--- config.mk ---
export PLATFORM = sky130hd
export DESIGN_NAME = fir_tone_source_flat
export DESIGN_NICKNAME = d
export VERILOG_FILES = /design/src/rtl/fir_tone_source_pkg.sv /design/src/rtl/fir_tone_source_if.sv /design/src/rtl/fir_tone_quarter_lut.sv /design/src/rtl/fir_tone_source.sv /design/src/flat_wrapper.sv
export SDC_FILE = /design/constraint.sdc
export NUM_CORES = 1
export LEC_CHECK = 0
export BUFFER_PORTS_ARGS = -buffer_cell sky130_fd_sc_hd__buf_2
export CAP_MARGIN = 25
export CORE_ASPECT_RATIO = 1.2
export CORE_MARGIN = 10
export CORE_UTILIZATION = 54
export DETAILED_ROUTE_END_ITERATION = 6
export GPL_ROUTABILITY_DRIVEN = 0
export PLACE_DENSITY_LB_ADDON = 0.12
export RECOVER_POWER = 50
export REMOVE_ABC_BUFFERS = 1
export SLEW_MARGIN = 20
export SYNTH_ARGS = -nofsm -noshare
export SYNTH_HDL_FRONTEND = slang
export SYNTH_SLANG_ARGS = --single-unit
export TNS_END_PERCENT = 20
--- constraint.sdc ---
create_clock -name clk -period 3.9 [get_ports clk]
set_input_delay 0.78 -clock clk [delete_from_list [all_inputs] [get_ports clk]]
set_output_delay 0.78 -clock clk [all_outputs]
set_load 0.01 [all_outputs]
--- src/rtl/fir_tone_source_pkg.sv ---
// Shared constants for the two-tone FIR characterisation source:
// sample/LUT widths, midscale and the quarter-wave sine table.
package fir_tone_source_pkg;

  localparam int unsigned SAMPLE_W     = 10;
  localparam int unsigned MIDSCALE     = 512;
  localparam int unsigned LUT_SAMPLE_W = 9;
  localparam int unsigned LUT_ADDR_W   = 8;
  localparam int unsigned QTR_ENTRIES  = 64;

  // Q[i] = round(255*sin(2*pi*(i+0.5)/256)); the half-step offset keeps the fold symmetric
  localparam logic [7:0] QUARTER_SINE [QTR_ENTRIES] = '{
    8'd3,   8'd9,   8'd16,  8'd22,  8'd28,  8'd34,  8'd41,  8'd47,
    8'd53,  8'd59,  8'd65,  8'd71,  8'd77,  8'd83,  8'd89,  8'd95,
    8'd100, 8'd106, 8'd112, 8'd117, 8'd123, 8'd128, 8'd134, 8'd139,
    8'd144, 8'd149, 8'd154, 8'd159, 8'd164, 8'd169, 8'd174, 8'd178,
    8'd183, 8'd187, 8'd191, 8'd195, 8'd199, 8'd203, 8'd207, 8'd210,
    8'd214, 8'd217, 8'd220, 8'd223, 8'd226, 8'd229, 8'd232, 8'd234,
    8'd237, 8'd239, 8'd241, 8'd243, 8'd245, 8'd247, 8'd248, 8'd249,
    8'd251, 8'd252, 8'd253, 8'd253, 8'd254, 8'd255, 8'd255, 8'd255
  };

endpackage

--- src/rtl/fir_tone_source_if.sv ---
// Control and sample bus of the tone source; master is the source side.
interface fir_tone_source_if
  import fir_tone_source_pkg::*;
#(
  parameter int unsigned PHASE_W = 16
);
  logic                enable;
  logic                phase_clr;
  logic [PHASE_W-1:0]  freq1;
  logic [PHASE_W-1:0]  freq2;
  logic [SAMPLE_W-1:0] data_out;
  logic                data_valid;

  modport master (
    input  enable, phase_clr, freq1, freq2,
    output data_out, data_valid
  );

  modport slave (
    output enable, phase_clr, freq1, freq2,
    input  data_out, data_valid
  );
endinterface

--- src/rtl/fir_tone_quarter_lut.sv ---
// Quarter-wave sine lookup with quadrant folding; one registered signed
// sample per cycle from an 8-bit phase address.
module fir_tone_quarter_lut
  import fir_tone_source_pkg::*;
(
  input  logic                                clk,
  input  logic                                reset_p,
  input  logic        [LUT_ADDR_W-1:0]        addr,
  output logic signed [LUT_SAMPLE_W-1:0]      sample
);

  logic        [5:0]              idx_c;
  logic        [7:0]              mag_c;
  logic signed [LUT_SAMPLE_W-1:0] fold_c;

  // Odd quadrants mirror the index; the upper half-cycle negates
  always_comb begin
    idx_c  = addr[6] ? ~addr[5:0] : addr[5:0];
    mag_c  = QUARTER_SINE[idx_c];
    fold_c = addr[7] ? -$signed({1'b0, mag_c}) : $signed({1'b0, mag_c});
  end

  always_ff @(posedge clk) begin
    if (reset_p) sample <= '0;
    else         sample <= fold_c;
  end

endmodule

--- src/rtl/fir_tone_source.sv ---
// Two-tone DDS sample source feeding the FIR filters at clk/CLK_DIV.
// Define FIR_TONE_SOURCE_TONE2_EN to build the second tone.
module fir_tone_source
  import fir_tone_source_pkg::*;
#(
  parameter int unsigned CLK_DIV = 500,
  parameter int unsigned PHASE_W = 16
)(
  input logic             clk,
  input logic             reset_p,
  fir_tone_source_if.master bus
);

  localparam int unsigned CNT_W = (CLK_DIV > 1) ? $clog2(CLK_DIV) : 1;
  localparam int unsigned SUM_W = SAMPLE_W + 1;

  logic [CNT_W-1:0]               cnt;
  logic                           tick_c;
  logic [PHASE_W-1:0]             phase1;
  logic [LUT_ADDR_W-1:0]          addr1;
  logic signed [LUT_SAMPLE_W-1:0] s1;
  logic signed [LUT_SAMPLE_W-1:0] s2;
  logic                           v_addr;
  logic                           v_lut;
  logic [SUM_W-1:0]               sum_c;

  assign tick_c = bus.enable && (cnt == CNT_W'(CLK_DIV - 1));

  // Sample-rate counter, parked at zero while disabled
  always_ff @(posedge clk) begin
    if (reset_p)                    cnt <= '0;
    else if (!bus.enable || tick_c) cnt <= '0;
    else                            cnt <= cnt + 1'b1;
  end

  // Address capture uses the pre-update phase, so a clear on a tick still emits the old phase
  always_ff @(posedge clk) begin
    if (reset_p) begin
      phase1 <= '0;
      addr1  <= '0;
      v_addr <= 1'b0;
      v_lut  <= 1'b0;
    end else begin
      if (tick_c)             addr1  <= phase1[PHASE_W-1 -: LUT_ADDR_W];
      if (bus.phase_clr)      phase1 <= '0;
      else if (tick_c)        phase1 <= phase1 + bus.freq1;
      v_addr <= tick_c;
      v_lut  <= v_addr;
    end
  end

  fir_tone_quarter_lut u_lut1 (
    .clk     (clk),
    .reset_p (reset_p),
    .addr    (addr1),
    .sample  (s1)
  );

`ifdef FIR_TONE_SOURCE_TONE2_EN
  logic [PHASE_W-1:0]    phase2;
  logic [LUT_ADDR_W-1:0] addr2;

  always_ff @(posedge clk) begin
    if (reset_p) begin
      phase2 <= '0;
      addr2  <= '0;
    end else begin
      if (tick_c)        addr2  <= phase2[PHASE_W-1 -: LUT_ADDR_W];
      if (bus.phase_clr) phase2 <= '0;
      else if (tick_c)   phase2 <= phase2 + bus.freq2;
    end
  end

  fir_tone_quarter_lut u_lut2 (
    .clk     (clk),
    .reset_p (reset_p),
    .addr    (addr2),
    .sample  (s2)
  );
`else
  logic unused_freq2;
  assign unused_freq2 = ^bus.freq2;
  assign s2           = '0;
`endif

  // Both tones are within +-255, so the offset sum stays inside 2..1022
  assign sum_c = SUM_W'(MIDSCALE) + SUM_W'(s1) + SUM_W'(s2);

  always_ff @(posedge clk) begin
    if (reset_p) begin
      bus.data_out   <= SAMPLE_W'(MIDSCALE);
      bus.data_valid <= 1'b0;
    end else begin
      bus.data_valid <= v_lut;
      if (v_lut) bus.data_out <= sum_c[SAMPLE_W-1:0];
    end
  end

endmodule

--- src/flat_wrapper.sv ---
// flat-port wrapper written by rule: the top's interface ports become plain ports
module fir_tone_source_flat import fir_tone_source_pkg::*;
#(
  parameter int unsigned CLK_DIV = 500,
  parameter int unsigned PHASE_W = 16
)
  (clk, reset_p, bus_enable, bus_phase_clr, bus_freq1, bus_freq2, bus_data_out, bus_data_valid);
  fir_tone_source_if #(.PHASE_W(PHASE_W)) bus_i ();
  input logic clk;
  input logic reset_p;
  input wire logic [$bits(bus_i.enable)-1:0] bus_enable;
  input wire logic [$bits(bus_i.phase_clr)-1:0] bus_phase_clr;
  input wire logic [$bits(bus_i.freq1)-1:0] bus_freq1;
  input wire logic [$bits(bus_i.freq2)-1:0] bus_freq2;
  output wire logic [$bits(bus_i.data_out)-1:0] bus_data_out;
  output wire logic [$bits(bus_i.data_valid)-1:0] bus_data_valid;
  assign bus_i.enable = bus_enable;
  assign bus_i.phase_clr = bus_phase_clr;
  assign bus_i.freq1 = bus_freq1;
  assign bus_i.freq2 = bus_freq2;
  assign bus_data_out = bus_i.data_out;
  assign bus_data_valid = bus_i.data_valid;
  fir_tone_source #(.CLK_DIV(CLK_DIV), .PHASE_W(PHASE_W)) u_core (.clk(clk), .reset_p(reset_p), .bus(bus_i));
endmodule
==> results.txt, run 1 <==
- The largest total area in the synthesized netlist belongs to sky130_fd_sc_hd__dfxtp_1.
- Setup violations remaining at the end of the flow were counted as 0.
* Clock latency of the later-clocked register in the worst-skew pair: 310 ps
* Ports placed on the boundary: 47
- Via count of the first global-routing pass: 3885
- Clock H-tree levels: 2
- Clock-pin slew was measured on the worst setup and hold paths at 110 ps.
- Synthesis instantiated 80 different standard cells from the library.
- At the worst endpoint, the required time is 4110 ps.
* Via-per-instance ratio: 6.06
- Time the worst path needs with I/O delays and setup: 3440 ps
- The final max-slew violation count is 0.
* Reported max-cap violation count: 0
- Number of CTS-inserted buffers: 5
- Synth area leaders: sky130_fd_sc_hd__dfxtp_1 (26%), sky130_fd_sc_hd__ha_1 (7.3%), sky130_fd_sc_hd__a21oi_1 (5.1%), sky130_fd_sc_hd__nand2_1 (5.1%), sky130_fd_sc_hd__nor2_1 (4.7%)
- Number of enable flip-flop cells after synthesis: 0
* Class of the tightest hold or removal check: flip-flop to flip-flop
- Final routed DRC violation total: 0
- Overall die height: 118 µm
* Fin Clk Skew: 8.29 ps
- Ratio of cells with drive above 1 in the final layout: 9.84%
* Cell area after layout: 0.00446 mm²
- Max-Slew Margin vs Limit: 6.95%
- Transition at the pin with the smallest max-transition slack: 1400 ps
* VDD IR-drop max: 170 µV
- Pwr Density: 214 mW/mm²
* Growth of design area from synthesis to finish: 4.18%
- Leakage power of the design: 1.74 nW
* Overall fraction of global-route tracks in use: 17.1%
* Area share of the largest cell type after synthesis: 25.7%
* FILL cells: 753
- Number of nets in the layout: 610
- For the worst flop-to-flop path, the logic depth is 11.
- Summing the areas of all fa, ha and maj instances in the mapped netlist gives 7.78% of the synthesized area.
- Count of routing violations after the opening detailed-route iteration: 267
* DRT antenna net count: 0
* Arrival time of the worst setup path: 3650 ps
- Global-route wire length before repair: 17800 µm
- Yosys printed 0 warnings.
- For this run, asynchronously set or reset flops after synthesis account for 0%.
- Unrepaired setup endpoints after global routing: no
* Grt peak-use layer: met2
- Top cells by instance count after synthesis: sky130_fd_sc_hd__nand2_1 (58), sky130_fd_sc_hd__dfxtp_1 (55), sky130_fd_sc_hd__nor2_1 (53), sky130_fd_sc_hd__a21oi_1 (44), sky130_fd_sc_hd__ha_1 (25)
- Hold Path Cell Cnt: 1
- The synthesized netlist devotes 5.12% of its cell area to XOR and XNOR gates.
- For this run, the leading register cell type out of synthesis is sky130_fd_sc_hd__dfxtp_1.
* Mux cell area share after synthesis: 4.94%
- Worst setup timing slack at the placement stage: 543 ps
- Proportion of synthesized chip area in sequential cells: 25.7%
* Global routing usage on met1: 20.8%
- Global-route met2 utilization: 30.2%
- Grt ovf: 0
- Dividing the synthesized area by the synthesized cell count gives 7.83 µm².
* Vias: 3883
- Once routing completed, OpenROAD measured the worst setup slack at 464 ps.
- For this run, the detailed router's first-pass iteration total came to 5.
- Wire length per cell after detailed routing: 15.7 µm
* Dominant combinational cell family by area after synthesis: simple AND/OR/NAND/NOR gates
- The number of hold violations in the final report is 0.
- Counting every sink on the clock net gives 55.
* Kind of end point of the critical path: flip-flop
- Start-to-end type of the worst setup path: flip-flop to flip-flop
- The HPWL after detailed placement is 7300 µm.
- Result of the run: complete, no violations
- The floorplan step defined a die boundary enclosing 0.0119 mm².
* Hold bufs inserted after CTS: 0
- Instance area after placement: 0.00438 mm²
* Crit start category: flip-flop
- TritonCTS clock tree: done
- Wires add up to 10100 µm.
- Setup TNS after final layout: 0 ps
- CTS placed an instance of sky130_fd_sc_hd__clkbuf_8 at the clock tree root.
- The floorplan has 35 rows.
* Core outline area: 0.00771 mm²
- The initial utilization of the core area, before any placement, comes to 55.5%.
- The repair_antennas step left the layout with diodes totalling 0.
- Met3 Track Usage GR: 2.70%
- Area of the mapped netlist: 0.00428 mm²
- Port buffering added 30 buffers.
- CTS resizes: 0
- The final critical path takes up 88.1% of the cycle.
- Maximum number of pins on one net before global-route repair: 49
- The initial antenna violation count was 0.
- Synthesis inferred 55 register bits.
- Maximum clock frequency: 0.291 GHz
- Among all cell types in the netlist, the one instantiated most often is sky130_fd_sc_hd__nand2_1.
* Setup bufs post-CTS: 0
- Summing the areas of all and, or, nand and nor instances in the mapped netlist gives 27.0% of the synthesized area.
- The longest clock path from root to sink contains 2 buffers.
* Synthesized-area fraction occupied by ao, oa, aoi and oai cells: 23.0%
- From left edge to right edge, the die measures 101 µm.
- Along the worst path, the maximum fanout reaches 17.
- Synthesis produced a netlist whose cell count is 546.
[worst paths after layout]
check | from | endpoint | slack, ps
min | u_core.cnt[0] | u_core.cnt[0] | 440
max | u_core.addr1[6] | u_core.u_lut1.sample[6] | 460
min reg2reg | u_core.cnt[0] | u_core.cnt[0] | 440
max reg2reg | u_core.addr1[6] | u_core.u_lut1.sample[6] | 460
[layout by cell type, fill, tap and decap left out, types with 6 or more instances in the layout]
cell type	synthesis	final
sky130_fd_sc_hd__a21o_1	8	8
sky130_fd_sc_hd__a21oi_1	44	44
sky130_fd_sc_hd__a221oi_1	7	7
sky130_fd_sc_hd__a31oi_1	6	6
sky130_fd_sc_hd__and2_1	8	8
sky130_fd_sc_hd__and3_1	8	8
sky130_fd_sc_hd__buf_2	17	18
sky130_fd_sc_hd__buf_4	6	8
sky130_fd_sc_hd__clkbuf_1	15	12
sky130_fd_sc_hd__dfxtp_1	55	55
sky130_fd_sc_hd__ha_1	25	25
sky130_fd_sc_hd__inv_1	13	13
sky130_fd_sc_hd__mux2i_1	14	14
sky130_fd_sc_hd__nand2_1	58	58
sky130_fd_sc_hd__nand2b_1	20	20
sky130_fd_sc_hd__nand3_1	19	19
sky130_fd_sc_hd__nor2_1	53	53
sky130_fd_sc_hd__nor2b_1	9	9
sky130_fd_sc_hd__nor3_1	11	11
sky130_fd_sc_hd__o21ai_0	16	16
sky130_fd_sc_hd__o22ai_1	9	9
sky130_fd_sc_hd__xnor2_1	14	14
sky130_fd_sc_hd__xor2_1	11	11
[metal layers]
| layer | share of wire (%) | routed length (µm) |
|---|---|---|
| met1 | 44 | 4470 |
| met3 | 4.2 | 427 |
| met4 | 0.95 | 96 |
| met5 | 0 | 0 |
| met2 | 50 | 5090 |
[per-stage QoR]
stage | utilization, % | hold slack (ps) | std cells | power [mW]
finish | 57.8 | 443 | 641 | 0.952
global route | 57.8 | 469 | 641 | 0.997
CTS | 58.0 | 446 | 641 | 0.966
detailed placement | 56.8 | 427 | 633 | 0.625
floorplan | - | 413 | 503 | 0.603
global placement | 56.8 | 417 | 633 | 0.624
[where the power goes]
group          total, mW  internal (mW)  switching, mW
sequential         0.564          0.563       0.000801
clock              0.340          0.134          0.207
combinational     0.0476         0.0195         0.0281
total              0.952          0.717          0.236
[critical path: stages (launching register included)]
cell                       delay [ps]
sky130_fd_sc_hd__dfxtp_1          380
sky130_fd_sc_hd__buf_4            220
sky130_fd_sc_hd__xor2_1           370
sky130_fd_sc_hd__inv_1            170
sky130_fd_sc_hd__ha_1             400
sky130_fd_sc_hd__nor2b_1          370
sky130_fd_sc_hd__a221oi_2         120
sky130_fd_sc_hd__a221oi_1         640
sky130_fd_sc_hd__a311oi_4         100
sky130_fd_sc_hd__nand3_1          160
sky130_fd_sc_hd__o21ai_1           90
sky130_fd_sc_hd__mux2_1           320
[area by class of cell]
type / count / area [µm²] / share of cell area, %
clock buffers: 5 / 68.8 / 1.54
clock inverters: 3 / 27.5 / 0.618
inverters: 13 / 48.8 / 1.09
multi-input cells: 435 / 2900 / 65.1
flip-flops and latches: 55 / 1100 / 24.7
well taps: 92 / 115 / 2.58
repair buffers: 38 / 195 / 4.38
[cell families after synthesis]
kind of cell | after synthesis
and+or+nand+nor | 225
AOI/OAI and AO/OA | 140
buffers and inverters | 56
DFF | 55
adders and majority gates | 26
xor gates and xnor gates | 25
muxes | 19
[flip-flops by register name, indices dropped and copies added (netlist names)]
name,flops
u_core.addr1,8
u_core.bus.data_out,10
u_core.bus.data_valid,1
u_core.cnt,9
u_core.phase1,16
u_core.u_lut1.sample,9
u_core.v_addr,1
u_core.v_lut,1
(Power assumes the default switching activity.)
==> run 2: changes to the inputs <==
Settings changed: REMOVE_ABC_BUFFERS 1 to default.
Clock period 3.9 ns to 3.6 ns, I/O delays scaled along.
==> run 2 against run 1 <==
Against the previous run:
- setup slack lost 79 ps
- non-clock buffer count grew 4
- routed wire length shrank 0.22%
- utilization grew 0.58 points
- power grew 13%
==> results.txt, run 2 (synthesized netlist as in run 1, its figures left out) <==
* TritonCTS clock tree: done
- Register with the highest flop count: u_core.phase1
* Number of clock sinks: 55 (unchanged)
- The number of nets handed over by synthesis was 608.
* Hold Path Cell Cnt: 1 (unchanged)
- The maximum number of buffers from clock root to sink was 2 (unchanged).
- The worst setup path is launched from a flip-flop.
* Clock power share: 38.4% (+2.6 points)
- The share of the clock period used by the worst path is 89.3% (+1.2 points).
- Sum of buffers and inverters on the critical path: 0 (-2)
* Placement row count: 35 (unchanged)
- Commonest cells after routing, fill and taps aside: sky130_fd_sc_hd__nand2_1 (58), sky130_fd_sc_hd__dfxtp_1 (55), sky130_fd_sc_hd__nor2_1 (53)
- Setup repair after global routing left no endpoint under its margin.
* Growth of design area from synthesis to finish: 5.24%
- Clock tree synthesis selected as its root buffer the cell sky130_fd_sc_hd__clkbuf_8.
- Switching power: 234 µW (-0.72%)
- Initial antenna violation count: 0 (unchanged)
- The worst clock skew was 13.2 ps (+4.95 ps).
- Required time at the worst-slack endpoint: 3800 ps (-310 ps)
* Pwr Density: 239 mW/mm² (+12%)
* Ports placed on the boundary: 47 (unchanged)
- Arrival time of the worst setup path: 3420 ps (-230 ps)
- Reported max-cap violation count: 0 (unchanged)
- The die extent in x is 101 µm (unchanged).
- Reg-to-reg slack, setup: 390 ps (-80 ps)
* VDD IR-drop max: 183 µV (+7.9%)
- Slowest Stage Delay on Critical Path: 470 ps (-170 ps)
* Ratio of cells with drive above 1 in the final layout: 10.3% (+0.47 points)
- The worst hold slack was 454 ps (+11.3 ps).
- Count of final setup violators: 0 (unchanged)
- The worst hold path terminates at u_core.cnt[0].
* Worst r2r src: u_core.addr1[6]
* Setup bufs post-CTS: 0 (unchanged)
- Power after layout: 1.08 mW (+13%)
- The number of buffers inserted during clock tree synthesis is 5 (unchanged).
* Final instance count without filler cells: 645 (+0.62%)
- The number of H-tree branching levels was 2 (unchanged).
* Leading cell type in the layout, fill and taps excluded: sky130_fd_sc_hd__nand2_1
- Wire length per cell after detailed routing: 15.6 µm (-0.84%)
- CTS resizes: 0 (unchanged)
- Power share of the sequential group: 56.8% (-2.5 points)
- Count of routing violations after the opening detailed-route iteration: 212 (-21%)
* Transition at the pin with the smallest max-transition slack: 1410 ps (+14.8 ps)
* Setup TNS after final layout: 0 ps (unchanged)
- The maximum frequency from static timing analysis is 0.311 GHz (+6.9%).
- Maximum fanout count along the critical path: 9 (-8)
- Registers with the most flip-flops: u_core.phase1: 16 flops, u_core.bus.data_out: 10 flops
- Master of the slowest instance on the critical path: sky130_fd_sc_hd__mux4_2
- The remaining antenna violation count was 0 (unchanged).
- The number of hold violations in the final report is 0 (unchanged).
* Core Util, Final: 58.4% (+0.58 points)
* Core outline area: 0.00771 mm² (unchanged)
- The worst-case headroom to the max-slew limit came to 5.96% (-0.99 points).
- The number of flip-flops under the largest register name was 16 (unchanged).
- Kind of end point of the critical path: flip-flop
* Global-route wire length before repair: 16700 µm (-6.1%)
* Proportion of power drawn by combinational gates: 4.8% (-0.2 points)
- Hpwl dp: 7410 µm (+1.5%)
- The number of placed cells counting well taps was 637 (+0.63%).
- In this design, the largest share of critical-path delay is due to multiplexers.
* Worst reg2reg endpoint: u_core.u_lut1.sample[6]
- The final max-slew violation count is 0 (unchanged).
* Result of the run: complete, no violations
* Time the worst path needs with I/O delays and setup: 3210 ps (-221 ps)
- The switching share of total power is 21.7% (-3.0 points).
- In this run the most critical hold path is launched from u_core.cnt[0].
- Grt ovf: 0 (unchanged)
- Critical path depth: 10 (-1)
* Maximum number of pins on one net before global-route repair: 37 (-24%)
- Cells along the critical path: xor2_1, ha_1, or2_0, mux4_2, a21oi_1, o221ai_2, ha_1, o21ai_1, o21ai_1, mux2_1
* Overall fraction of global-route tracks in use: 16.3% (-0.84 points)
- The min-delay analysis places its worst path in the category flip-flop to flip-flop.
- Clock latency of the later-clocked register in the worst-skew pair: 310 ps (about the same)
- The number of global-route vias before repair was 3621 (-6.8%).
- The area enclosed by the die boundary was 0.0119 mm² (unchanged).
- The initial cell density of the core was 55.5% (unchanged).
- The leakage power summed over all cells was 1.78 nW (+2.1%).
* Via-per-instance ratio: 6.09 (+0.48%)
- The worst-case reg-to-reg path depth is 10 (-1).
* Final routed DRC violation total: 0 (unchanged)
- The detailed-route wire length was 10100 µm (-0.22%).
* Overall die height: 118 µm (unchanged)
- The count of antenna diodes in the layout was 0 (unchanged).
- The hold-fix buffer count after cts came to 0 (unchanged).
- The quantity of I/O buffers inserted on ports came to 30 (unchanged).
- The net count of the finished layout was 614 (+0.66%).
- The count of TritonRoute iterations in the first routing pass came to 5 (unchanged).
* Start-to-end type of the worst setup path: flip-flop to flip-flop
* Internal power: 842 µW (+17%)
- Vias: 3926 (+1.1%)
* Clock transition at path regs: 100 ps (about the same)
run 2: cell types whose count changed in the layout (fill, tap and decap cells not counted), sizes merged:
cell and change:
inv -1, bufinv +1, clkinvlp -1, clkbuf +1
buf +4
run 2: worst max-delay path by stage:
| stage | slack (ps) | end | from |
|---|---|---|---|
| final | 390 | u_core.u_lut1.sample[6] | u_core.addr1[6] |
| after floorplan | 300 | u_core.u_lut1.sample[6] | u_core.addr1[6] |
| after CTS | 310 | u_core.u_lut1.sample[6] | u_core.addr1[6] |
| after global placement | 430 | u_core.u_lut1.sample[6] | u_core.addr1[6] |
| after global routing | 150 | u_core.u_lut1.sample[6] | u_core.addr1[6] |
| after detailed placement | 340 | u_core.u_lut1.sample[6] | u_core.addr1[6] |
run 2: power by group through the flow:
| stage | registers [mW] | logic [mW] | clock network (mW) |
|---|---|---|---|
| 3_5_place_dp | 0.625 | 0.0518 | 0 |
| 4_1_cts | 0.611 | 0.0523 | 0.426 |
| 3_3_place_gp | 0.625 | 0.0510 | 0 |
| 2_1_floorplan | 0.625 | 0.0347 | 0 |
| 6_report | 0.611 | 0.0520 | 0.413 |
| 5_1_grt | 0.612 | 0.0590 | 0.446 |
run 2: metrics by stage:
step           instance area, µm²  worst slack (ps)
2_1_floorplan                4280               296
3_3_place_gp                 4410               426
3_5_place_dp                 4410               344
4_1_cts                      4520               305
5_1_grt                      4500               146
6_report                     4500               385
run 2: per-layer routing:
| metal | part of all wire, % | vias to the layer above | GRT usage (%) |
|---|---|---|---|
| met5 | 0 | - | 0 |
| met4 | 3.4 | 0 | 7.42 |
| met3 | 4.1 | 27 | 2.00 |
| met2 | 49 | 128 | 26.8 |
| met1 | 44 | 1811 | 20.3 |
| li1 | - | 1960 | - |
run 2: cell type report:
cell class	count	area, µm²
fillers	732	3210
multi-input cells	435	2900
flip-flops and latches	55	1100
repair buffers	42	225
well taps	92	115
clock buffers	6	72.6
inverters	13	48.8
clock inverters	2	38.8
==> run 3: changes to the inputs <==
Settings changed: BUFFER_PORTS_ARGS -buffer_cell sky130_fd_sc_hd__buf_2 to -buffer_cell sky130_fd_sc_hd__buf_4.
==> run 3 against run 2 <==
Against the previous run:
- power hardly changed
- die area stayed put
- design area is 0.83% higher
- hold slack worse by 6.5 ps
- clock power is 1% lower
- largest power group unchanged
- setup slack worse by 41 ps
- routed wire length is 0.90% lower
- global-route usage is 0.43 points higher
- utilization is 0.49 points higher
- sequential power hardly changed
- critical path depth is 1 higher
- critical path type unchanged
==> results.txt, run 3 (synthesized netlist as in run 1, its figures left out) <==
- The maximum frequency from static timing analysis came to 0.307 GHz (-1.3%).
- Setup bufs post-CTS: 0 (unchanged)
- The filler cell count came to 760 (+3.8%).
- Maximum fanout count along the critical path: 12 (+3)
* Growth of design area from synthesis to finish: 6.11%
* Max-Slew Margin vs Limit: 10.8% (+4.9 points)
* Ports placed on the boundary: 47 (unchanged)
- The flow ran to the end, and the final reports show no timing, DRC or antenna violations.
- Final Hold Violating Endpoints: 0 (unchanged)
- VDD IR-drop max: 178 µV (-2.9%)
- Final routed DRC violation total: 0 (unchanged)
- Sequential cell area: 0.00110 mm² (unchanged)
- Unrepaired setup endpoints after global routing: no
- The die boundary height came to 118 µm (unchanged).
- Pwr Density: 237 mW/mm² (-0.86%)
- Initial core utilization: 55.5% (unchanged)
* Kind of end point of the critical path: flip-flop
- Core outline area: 0.00771 mm² (unchanged)
- The die extent in x was 101 µm (unchanged).
- The net count of the finished layout is 613 (-0.16%).
- Registers with the most flip-flops: u_core.phase1: 16 flops, u_core.bus.data_out: 10 flops
* Length of the first detailed-routing pass in iterations: 4 (-1)
* Overall fraction of global-route tracks in use: 16.7% (+0.43 points)
- The count of antenna diodes in the layout is 0 (unchanged).
- The area used by multi-input combinational logic came to 0.00290 mm² (unchanged).
- CTS placed an instance of sky130_fd_sc_hd__clkbuf_8 at the clock tree root.
- Transition at the pin with the smallest max-transition slack: 1340 ps (-73.3 ps)
- The endpoint arrival time on the critical path was 3450 ps (+30 ps).
* Via-per-instance ratio: 5.97 (-1.9%)
* Number of buffers inserted by port buffering: 30 (unchanged)
* Worst setup timing slack at the placement stage: 404 ps (+60.4 ps)
- Grt ovf: 0 (unchanged)
- The post-route worst setup slack is 344 ps (-41.3 ps).
* Leading cell type in the layout, fill and taps excluded: sky130_fd_sc_hd__nand2_1
- The source-to-sink clock delay at the later pin of the worst-skew pair came to 300 ps (about the same).
- Initial antenna violation count: 0 (unchanged)
- Commonest cells after routing, fill and taps aside: sky130_fd_sc_hd__nand2_1 (58), sky130_fd_sc_hd__dfxtp_1 (55), sky130_fd_sc_hd__nor2_1 (53)
- Register with the highest flop count: u_core.phase1
- Wire length per cell after detailed routing: 15.5 µm (-0.75%)
- Leakage power of the design: 1.78 nW (+0.28%)
- Placement row count: 35 (unchanged)
- Overall routed net length: 9970 µm (-0.90%)
* Clock transition at path regs: 100 ps (about the same)
- Net count after synthesis: 608 (unchanged)
* Number of clock sinks: 55 (unchanged)
- The number of failing setup endpoints in the final timing report was 0 (unchanged).
* Ratio of cells with drive above 1 in the final layout: 10.1% (-0.16 points)
* Clock H-tree levels: 2 (unchanged)
* Die outline area: 0.0119 mm² (unchanged)
- The worst setup path is of the flip-flop to flip-flop kind.
- The half-perimeter wire length after detailed placement is 7350 µm (-0.84%).
- The total power after layout came to 1.08 mW (about the same).
- CTS resizes: 0 (unchanged)
- Reported max-cap violation count: 0 (unchanged)
- Vias: 3845 (-2.1%)
- The maximum number of buffers from clock root to sink is 2 (unchanged).
- The final max-slew violation count is 0 (unchanged).
- Count of routing violations after the opening detailed-route iteration: 189 (-11%)
* Hold bufs inserted after CTS: 0 (unchanged)
* Class of the tightest hold or removal check: flip-flop to flip-flop
* DRT antenna net count: 0 (unchanged)
- The maximum number of pins on one net before global-route repair was 37 (unchanged).
- The number of buffers inserted during clock tree synthesis is 5 (unchanged).
- Required time at the worst-slack endpoint: 3800 ps (about the same)
- The number of global-route vias before repair is 3758 (+3.8%).
* Time the worst path needs with I/O delays and setup: 3260 ps (+41.3 ps)
- The sum of negative setup slack is 0 ps (unchanged).
- TritonCTS clock tree: done
- The worst clock skew was 11.3 ps (-1.95 ps).
* Global-route wire length before repair: 17200 µm (+3.3%)
* Share of the cycle needed by the critical path after routing: 90.5% (+1.1 points)
- Max reg flops: 16 (unchanged)
* Crit start category: flip-flop
## run 3: changes by cell type in the layout (fill, tap and decap cells not counted)
cell                       change
sky130_fd_sc_hd__o311ai_0      +1
sky130_fd_sc_hd__o311ai_1      -1
sky130_fd_sc_hd__buf_2        -18
sky130_fd_sc_hd__buf_4        +17
## run 3: worst max-delay path, cell delays in order, from the launching register on
cell and delay (ps):
sky130_fd_sc_hd__dfxtp_1 420, sky130_fd_sc_hd__xor2_1 370, sky130_fd_sc_hd__inv_1 170, sky130_fd_sc_hd__ha_1 420
sky130_fd_sc_hd__nand2b_1 190, sky130_fd_sc_hd__a21oi_1 80, sky130_fd_sc_hd__o311ai_0 410, sky130_fd_sc_hd__o221ai_2 270
sky130_fd_sc_hd__ha_1 290, sky130_fd_sc_hd__o21ai_1 120, sky130_fd_sc_hd__o21ai_1 80, sky130_fd_sc_hd__mux2_1 330
## run 3: layer usage
metal / vias up / track usage (%) / routed length [µm]
met5: - / 0 / 0
met4: 0 / 5.76 / 215
met2: 89 / 28.1 / 4920
li1: 1966 / - / -
met1: 1774 / 20.6 / 4450
met3: 16 / 2.70 / 380
## run 3: final cells by class
class,count,area share (%)
Multi-Input combinational cell,435,63.9
Sequential cell,55,24.3
Timing Repair Buffer,41,5.79
Tap cell,92,2.54
Clock buffer,6,1.60
Inverter,13,1.07
Clock inverter,2,0.854
## run 3: final timing paths
check	start	to	slack, ps	cells past startpoint
setup / recovery	u_core.addr1[6]	u_core.u_lut1.sample[6]	340	11
hold / removal	u_core.cnt[0]	u_core.cnt[0]	450	1
setup reg to reg	u_core.addr1[6]	u_core.u_lut1.sample[6]	340	11
hold reg to reg	u_core.cnt[0]	u_core.cnt[0]	450	1
## run 3: metrics by stage
stage                     std cells  cell area, µm²  util (%)  hold slack, ps
after CTS                       644            4580      59.5             454
final                           644            4540      58.9             448
after global routing            644            4540      58.9             472
after global placement          636            4470      58.0             418
after floorplan                 546            4280         -             413
after detailed placement        636            4470      58.0             436
## run 3: where the power goes
group | leakage (nW) | total, mW | switching (mW) | internal, mW
Clock | 0.0558 | 0.407 | 0.197 | 0.210
Combinational | 1.28 | 0.0570 | 0.0305 | 0.0265
Sequential | 0.444 | 0.611 | 0.000889 | 0.610
